## src/rtl/rf_pkg.sv

```systemverilog
// rf_pkg: shared register-file constants and sequencer state encoding
package rf_pkg;
  localparam int DW = 16;
  localparam int AW = 4;
  localparam int NREG = 1 << AW;
  typedef enum logic {INIT, RUN} state_t;
endpackage

```

## src/rtl/rf_write_arbiter_rr_arb2.sv

```systemverilog
// rr_arb2: two-input round-robin arbiter; the loser of the last transfer wins ties
module rr_arb2 (
  input  logic       Clk,
  input  logic       Rst,
  input  logic [1:0] valid,
  input  logic       accept,
  output logic [1:0] grant
);
  logic last_q, last_d;
  // one-hot grant and next last-grant, which moves only on a transfer
  always_comb begin
    grant = &valid ? (last_q ? 2'b01 : 2'b10) : valid;
    last_d = accept ? grant[1] : last_q;
  end
  // last-grant register; reset favours requester 0 on the first tie
  always_ff @(posedge Clk or negedge Rst) begin
    if (!Rst) last_q <= 1'b1;
    else last_q <= last_d;
  end
endmodule

```

## src/rtl/rf_write_arbiter.sv

```systemverilog
// rf_write_arbiter: clears the register file after reset, then shares its write port between two requesters with read forwarding
module rf_write_arbiter import rf_pkg::*; #(
  parameter int DW = rf_pkg::DW,
  parameter int AW = rf_pkg::AW,
  parameter logic [DW-1:0] INIT_VALUE = '0
) (
  input  logic          Clk,
  input  logic          Rst,
  input  logic          req0_valid,
  input  logic [AW-1:0] req0_addr,
  input  logic [DW-1:0] req0_data,
  output logic          req0_ready,
  input  logic          req1_valid,
  input  logic [AW-1:0] req1_addr,
  input  logic [DW-1:0] req1_data,
  output logic          req1_ready,
  output logic          rf_we,
  output logic [AW-1:0] rf_waddr,
  output logic [DW-1:0] rf_wdata,
  input  logic [AW-1:0] rd1_addr,
  input  logic [AW-1:0] rd2_addr,
  input  logic [DW-1:0] rf_rd1_data,
  input  logic [DW-1:0] rf_rd2_data,
  output logic [DW-1:0] rd1_data,
  output logic [DW-1:0] rd2_data,
  output logic          init_done
);
  state_t state_q, state_d;
  logic [AW-1:0] cnt_q, cnt_d, waddr_q, waddr_d;
  logic [DW-1:0] wdata_q, wdata_d;
  logic we_q, we_d, done_q, done_d;
  logic [1:0] grant;
  logic accept;
  assign accept = done_q & (req0_valid | req1_valid);
  rr_arb2 u_arb (
    .Clk    (Clk),
    .Rst    (Rst),
    .valid  ({req1_valid, req0_valid}),
    .accept (accept),
    .grant  (grant)
  );
  assign req0_ready = done_q & grant[0];
  assign req1_ready = done_q & grant[1];
  assign rf_we = we_q;
  assign rf_waddr = waddr_q;
  assign rf_wdata = wdata_q;
  assign init_done = done_q;
  assign rd1_data = (we_q && waddr_q == rd1_addr) ? wdata_q : rf_rd1_data;
  assign rd2_data = (we_q && waddr_q == rd2_addr) ? wdata_q : rf_rd2_data;
  // clear sweep during INIT, otherwise register the granted request
  always_comb begin
    state_d = state_q;
    cnt_d = cnt_q;
    done_d = state_q == RUN;
    we_d = accept;
    waddr_d = accept ? (grant[1] ? req1_addr : req0_addr) : waddr_q;
    wdata_d = accept ? (grant[1] ? req1_data : req0_data) : wdata_q;
    if (state_q == INIT) begin
      we_d = 1'b1;
      waddr_d = cnt_q;
      wdata_d = INIT_VALUE;
      cnt_d = cnt_q + 1'b1;
      state_d = &cnt_q ? RUN : INIT;
    end
  end
  // state and write-port registers; reset drops any pending write at once
  always_ff @(posedge Clk or negedge Rst) begin
    if (!Rst) begin
      state_q <= INIT;
      cnt_q <= '0;
      done_q <= 1'b0;
      we_q <= 1'b0;
      waddr_q <= '0;
      wdata_q <= '0;
    end else begin
      state_q <= state_d;
      cnt_q <= cnt_d;
      done_q <= done_d;
      we_q <= we_d;
      waddr_q <= waddr_d;
      wdata_q <= wdata_d;
    end
  end
endmodule

```

## config.mk

```make
export PLATFORM = sky130hd
export DESIGN_NAME = rf_write_arbiter
export DESIGN_NICKNAME = d
export VERILOG_FILES = /design/src/rtl/rf_pkg.sv /design/src/rtl/rf_write_arbiter_rr_arb2.sv /design/src/rtl/rf_write_arbiter.sv
export SDC_FILE = /design/constraint.sdc
export NUM_CORES = 1
export LEC_CHECK = 0
export BUFFER_PORTS_ARGS = -buffer_cell sky130_fd_sc_hd__buf_4
export CAP_MARGIN = 20
export CORE_ASPECT_RATIO = 1.4
export CORE_UTILIZATION = 35
export CTS_CLUSTER_DIAMETER = 200
export DETAILED_ROUTE_END_ITERATION = 10
export PLACE_DENSITY = 0.72
export SETUP_SLACK_MARGIN = 0.5
export SLEW_MARGIN = 25
export SYNTH_ARGS = -nofsm -noshare
export SYNTH_HDL_FRONTEND = slang
export SYNTH_SLANG_ARGS = --single-unit
```

## constraint.sdc

```tcl
create_clock -name Clk -period 2.4 [get_ports Clk]
set_input_delay 0.24 -clock Clk [delete_from_list [all_inputs] [get_ports Clk]]
set_output_delay 0.24 -clock Clk [all_outputs]
set_load 0.01 [all_outputs]
```

==> summary.txt, run 1 <==
Floorplan
  – Total core area: 4955 um2
  – Initial core utilization: 0.3694
  – Die Span X: 63.12 um
  – Row count: 30
  – Top-Level Pins: 140
  – Die ar.: 5527 um2
  – Die Span Y: 87.57 um

Synth
  – Post-Syn Nets: 251
  – Post-Syn Instances: 166
  – Post-synth top cells: dfrtp_1 (27), mux2_2 (23), mux2i_1 (20)
  – Register area share after synthesis: 0.3835
  – Synth Flop Type: dfrtp_1
  – Synth warn: 0
  – Avg Cell Area, Syn: 11.03 um2
  – Seq cells post-synth: 28
  – Top post-synthesis cells by area: dfrtp_1 (37%), mux2_2 (14%), mux2i_1 (11%), mux2_4 (8.2%), o21ai_0 (4.9%)
  – Mapped cell area: 1831 um2
  – Fraction of registers with async set/reset: 1.000
  – EDFF count, synth: 0
  – Yosys top cell by area: dfrtp_1
  – Most frequent cell after synthesis: dfrtp_1
  – Yosys top cell area share: 0.3691
  – Yosys cell types: 31

Run
  – Max Cap Viol: 0

GRT
  – Largest net degree at the start of global routing: 29
  – Vias in the first global route: 1,880
  – Global-route wire length before repair: 9.177 mm
  – Antenna violations before repair: 0
  – GRT overflow: 0
  – Global Route Usage Sum: 0.2154

Finish
  – Fin nets: 404
  – Multi-input combinational cell area: 1134 um2
  – Final Non-Filler Cells: 382
  – Diodes inserted: 0
  – Fill cell count: 394
  – Share of layout cells above drive strength 1: 0.6226
  – Synth-to-Final Area Change: 83.39%
  – FF/Latch Area: 701.9 um2

Detailed routing
  – Remaining antenna violation count after routing: 0
  – Vias/cell: 4.916
  – Remaining DRCs: 0
  – DRT Wirelength: 6.014 mm
  – Via count: 1,878
  – Initial DRC Count: 46
  – Pre-antenna DRT Iters: 4
  – Routed WL per cell: 15.74 um

Clock tree
  – CTS H-Tree Depth: 1
  – Clk root buf: clkbuf_8
  – Clock transition at path regs: 0.10 ns
  – Clock latency at the later pin of the worst-skew pair: 0.28 ns
  – CTS tree: done
  – CTS Sinks: 28
  – CTS Buf Count: 3
  – Max clock buf depth: 2

Placed design
  – Final GP Congestion: 0.8291
  – Port bufs: 139
  – Dpl cells: 365
  – Post-detail-place hpwl: 4.341 mm

Power and ir drop
  – Worst IR Drop VDD: 0.2492 mV
  – Leak: 0.001668 uW
  – PD cells: 445.0 nW/um2

STA
  – Unrepaired setup endpoints after global routing: true
  – Setup TNS: 0 ns
  – Least-Margin Pin Slew: 0.6843 ns
  – # setup viols final: 0
  – Max Clk Rate: 440.3 MHz
  – Slew Viols, Final: 0
  – Period minus WS final: 2.271 ns
  – Slew headroom: 0.5438
  – Final worst path period share: 0.9464
  – Clock Skew: 0.002731 ns
  – Final hold vios: 0

Worst setup path
  – R2r worst-path depth: 4
  – Critical Path End Type: output port
  – Worst Setup SP: rf_waddr[1]
  – Reg-to-reg startpoint: init_done
  – FF-to-FF setup slack: 0.78 ns
  – Crit path kind: flip-flop to output port
  – Crit path DAT: 2.03 ns
  – Kind of start point of the critical path: flip-flop
  – Reg2reg end: rf_waddr[0]
  – Req. time, crit path: 2.16 ns
  – CP cell instances: a222oi_1 -> nor3b_4 -> buf_4 -> buf_12 -> mux2_4 -> buf_6
  – Crit path capture: rd2_data[2]
  – Worst Path Max Fanout: 8
  – CP max-delay cell: dfrtp_1
  – Slowest stage delay, CP: 0.43 ns

Run status
  – Outcome: finished, final reports clean

Min path
  – Hold Path Class: input pin to flip-flop
==> area by class of cell <==
cell class | instances | area share
Clock buffer | 4 | 0.01640
Inverter | 7 | 0.007827
Sequential cell | 28 | 0.2091
Tap cell | 64 | 0.02385
Multi-Input combinational cell | 122 | 0.3377
Timing Repair Buffer | 157 | 0.4051
==> cell usage in the layout (no fill, tap or decap), drive strengths merged, types with 2 or more instances in the layout <==
| cell | instances |
|---|---|
| nand2b | 2 |
| nand2 | 18 |
| o221ai | 3 |
| dfrtp | 27 |
| and2 | 2 |
| xor2 | 4 |
| mux2i | 20 |
| xnor2 | 4 |
| buf | 156 |
| nor2b | 3 |
| inv | 7 |
| clkbuf | 4 |
| nand3 | 4 |
| o21ai | 18 |
| mux2 | 33 |
==> state kept, by name, indices dropped and copies added, names as in the netlist <==
register	flops
cnt_q	4
done_d	1
init_done	1
rf_waddr	4
rf_wdata	16
rf_we	1
u_arb.last_q	1
==> metal layers <==
layer,GRT usage,vias up,wire (um)
li1,-,896,-
met3,0.03516,7,314
met2,0.4125,89,3317
met1,0.2390,886,2284
met4,0.07188,0,97
met5,0,-,0
==> kinds of logic (layout without fill, tap and decap cells) <==
kind of cell	after synthesis	count (layout)	synth area share
AO/OA/AOI/OAI	28	28	0.09433
XOR/XNOR	8	8	0.03827
adder cells (fa/ha/maj)	1	1	0.006834
buffers and inverters	16	168	0.04853
flip-flops	28	28	0.3835
multiplexers	53	53	0.3329
AND/OR/NAND/NOR	32	32	0.09569
==> metrics by stage <==
step                hold slack (ns)  total power, uW  setup slack, ns  instance area (um2)  utilization
floorplan                  -0.05559            802.7           0.5119                 1831            -
global placement             0.1793             1088           0.4177                 2940       0.5934
detailed placement           0.1815             1097           0.3046                 2940       0.5934
CTS                          0.2462             1493           0.1297                 3342       0.6745
global route                 0.2574             1563         0.009599                 3357       0.6775
finish                       0.2420             1494           0.1287                 3357       0.6775
==> where the power goes <==
part / internal (uW) / switching (uW)
Combinational: 397 / 240
Clock: 147 / 148
Sequential: 515 / 47.1
Total: 1060 / 435
==> worst min-delay path by stage <==
stage	start	cells after the start	slack, ns	endpoint
6_report	req0_data[15]	3	0.24	rf_wdata[15]
5_1_grt	req0_data[2]	3	0.26	rf_wdata[2]
4_1_cts	req0_addr[0]	3	0.25	rf_waddr[0]
3_5_place_dp	Rst	1	0.18	rf_wdata[2]
3_3_place_gp	Rst	1	0.18	rf_wdata[9]
2_1_floorplan	Rst	0	-0.06	cnt_q[0]
==> critical path, delay by kind of cell, from the launching register on <==
| family | cells | cell delay, ns |
|---|---|---|
| buf+inv | 3 | 0.40 |
| flops | 1 | 0.43 |
| simple gates | 1 | 0.27 |
| compound gates | 1 | 0.33 |
| mux | 1 | 0.31 |
==> what timing repair did <==
item | CTS | global route
buffers inserted | 9 | 1
setup endpoints to repair | 32 | 32
resized for setup | 64 | 2
hold buffers | 1 | 0
endpoints found under the hold margin | 27 | 0
pin swaps | 4 | 0
cloned | 2 | 0
Power figures use the tool's default switching activity.
==> run 2: changes to the inputs <==
- clock period: 2.4 -> 2.67 ns (I/O delays scaled with it)
==> run 2 against run 1 <==
Effect of this change: count of clock-buffer cells in the layout stayed put; via count is 0.75% lower; utilization decreased by 0.88 points; setup slack improved by 0.22 ns; first-iteration DRC count up 4.3%; wire length rose by 0.12%; non-clock buffer count unchanged; combinational power fell by 11%; critical path depth is 1 higher; clock skew grew 0.0020 ns.
==> summary.txt, run 2 (same netlist as run 1, synthesis figures left out) <==
Run status
  – Outcome: finished, final reports clean

Placed design
  – Port bufs: 139 (unchanged)
  – Post-detail-place hpwl: 4.239 mm (-2.3%)
  – Placed cell area: 2940 um2 (unchanged)
  – Final GP Congestion: 0.8263 (-0.34%)

Power and ir drop
  – Power Total: 1303 uW (-13%)
  – Leak: 0.001649 uW (-1.1%)
  – Clk network pwr share: 0.179 (-0.018)
  – Net Sw Power: 384.0 uW (-12%)
  – Comb pwr share: 0.433 (+0.007)
  – Internal: 919.3 uW (-13%)
  – Worst IR Drop VDD: 0.2549 mV (+2.3%)
  – Reg power frac: 0.388 (+0.011)
  – Sw Share: 0.2947 (+0.003655)
  – PD cells: 393.4 nW/um2 (-12%)

Detailed routing
  – Vias/cell: 4.880 (-0.75%)
  – Routed WL per cell: 15.76 um (+0.12%)
  – Remaining DRCs: 0 (unchanged)
  – Via count: 1,864 (-0.75%)
  – DRT Wirelength: 6.021 mm (+0.12%)
  – Pre-antenna DRT Iters: 4 (unchanged)
  – Remaining antenna violation count after routing: 0 (unchanged)
  – Initial DRC Count: 48 (+4.3%)

Worst setup path
  – Reg-to-reg startpoint: u_arb.last_q
  – CP cell instances: buf_4 -> buf_4 -> xor2_2 -> nor4_4 -> buf_6 -> mux2_4 -> buf_6
  – Slowest stage delay, CP: 0.40 ns (-0.03 ns)
  – Crit path buf inv count: 4 (+1)
  – Critical path's top delay family: buffers and inverters
  – Worst Setup SP: rf_waddr[0]
  – Kind of start point of the critical path: flip-flop
  – Critical Path End Type: output port
  – FF-to-FF setup slack: 0.99 ns (+0.21 ns)
  – Crit path kind: flip-flop to output port
  – Crit path DAT: 2.06 ns (+0.03 ns)
  – Req. time, crit path: 2.40 ns (+0.24 ns)
  – CP max-delay cell: dfrtp_1
  – Worst Path Max Fanout: 7 (-1)

Clock tree
  – Clk root buf: clkbuf_8
  – CTS Buf Count: 3 (unchanged)
  – CTS tree: done
  – Clock transition at path regs: 0.09 ns (about the same)
  – Clock latency at the later pin of the worst-skew pair: 0.27 ns (about the same)
  – CTS Sinks: 28 (unchanged)
  – CTS H-Tree Depth: 1 (unchanged)
  – Max clock buf depth: 2 (unchanged)

Run
  – Max Cap Viol: 0 (unchanged)

Finish
  – Diodes inserted: 0 (unchanged)
  – FF/Latch Area: 701.9 um2 (unchanged)
  – Multi-input combinational cell area: 1149 um2 (+1.3%)
  – Largest register FFs: 16 (unchanged)
  – Post-Layout Inst Area: 3313 um2 (-1.3%)
  – Fin nets: 404 (unchanged)
  – Most common cell after layout, fill and taps aside: buf_4
  – Fin util: 0.6687 (-0.008838)
  – Most frequent cells in the layout: buf_4 (128), mux2_4 (32), dfrtp_1 (27)
  – Share of layout cells above drive strength 1: 0.6258 (+0.003145)
  – Synth-to-Final Area Change: 81.00%
  – Fill cell count: 388 (-1.5%)

GRT
  – Global-route wire length before repair: 9.025 mm (-1.7%)
  – GRT overflow: 0 (unchanged)
  – Antenna violations before repair: 0 (unchanged)
  – Vias in the first global route: 1,869 (-0.59%)
  – Global Route Usage Sum: 0.2091 (-0.006385)
  – Largest net degree at the start of global routing: 29 (unchanged)

Floorplan
  – Top-Level Pins: 140 (unchanged)
  – Die Span X: 63.12 um (unchanged)
  – Die ar.: 5527 um2 (unchanged)
  – Die Span Y: 87.57 um (unchanged)
  – Initial core utilization: 0.3694 (unchanged)
  – Row count: 30 (unchanged)
  – Total core area: 4955 um2 (unchanged)

STA
  – Slew Viols, Final: 0 (unchanged)
  – # setup viols final: 0 (unchanged)
  – Setup TNS: 0 ns (unchanged)
  – Least-Margin Pin Slew: 0.6555 ns (-0.02885 ns)
  – Clock Skew: 0.004706 ns (+0.001975 ns)
  – Max Clk Rate: 430.4 MHz
  – Period minus WS final: 2.323 ns
  – Final worst path period share: 0.8701
  – Final hold vios: 0 (unchanged)
  – Unrepaired setup endpoints after global routing: true
  – Slew headroom: 0.5619 (+0.01814)

Min path
  – Worst hold start: req0_data[4]
  – Hold Path Class: input pin to flip-flop
[run 2: changes by cell type in the layout (fill, tap and decap cells not counted)]
cell	previous run	this run
xor2_2	0	2
buf_6	33	26
buf_4	118	128
buf_8	3	0
clkbuf_1	0	1
xor2_1	4	2
clkbuf_8	4	3
[run 2: final cells by class]
type	count	area share
repair buffers	157	0.3958
multi-input cells	122	0.3467
flip-flops and latches	28	0.2119
well taps	64	0.02417
clock buffers	4	0.01360
inverters	7	0.007931
[run 2: layer usage]
metal	wire (um)	global-route usage	share of wire
met5	0	0	0
met2	3361	0.4096	0.56
met3	326	0.03255	0.054
met4	27	0.04651	0.0045
met1	2306	0.2341	0.38
[run 2: what timing repair did]
item                       in CTS  in global routing
hold endpoints to repair       27                  0
buffers inserted                6                  4
resized for setup              54                  1
setup endpoints to repair      32                 32
pin swaps                       3                  1
gates cloned                    2                  0
hold buffers                    1                  0
[run 2: worst paths after layout]
kind / depth (start not counted) / to
setup / recovery: 7 / rd1_data[10]
hold / removal: 3 / rf_wdata[4]
setup reg to reg: 4 / rf_wdata[14]
hold reg to reg: 1 / cnt_q[3]
max in group asynchronous: 2 / u_arb.last_q
min in group asynchronous: 2 / rf_wdata[0]
[run 2: power groups by stage]
stage                     sequential (uW)  combinational [uW]  clock (uW)
after global routing                  512                 600         259
final                                 506                 565         233
after detailed placement              515                 471           0
after global placement                513                 462           0
after CTS                             506                 554         245
after floorplan                       521                 201           0
[run 2: worst reg2reg max path, cell delays in order, from the launching register on]
cell,delay [ns]
dfstp_2,0.40
a21boi_4,0.54
buf_4,0.32
mux2i_1,0.20
o21ai_0,0.10
[run 2: per-stage QoR]
step	worst slack (ns)	hold WS, ns	std cells
after floorplan	0.7332	-0.02859	166
after global placement	0.6506	0.2063	365
after detailed placement	0.5713	0.2111	365
after CTS	0.3701	0.2769	378
after global routing	0.2619	0.2862	382
final	0.3468	0.2829	382
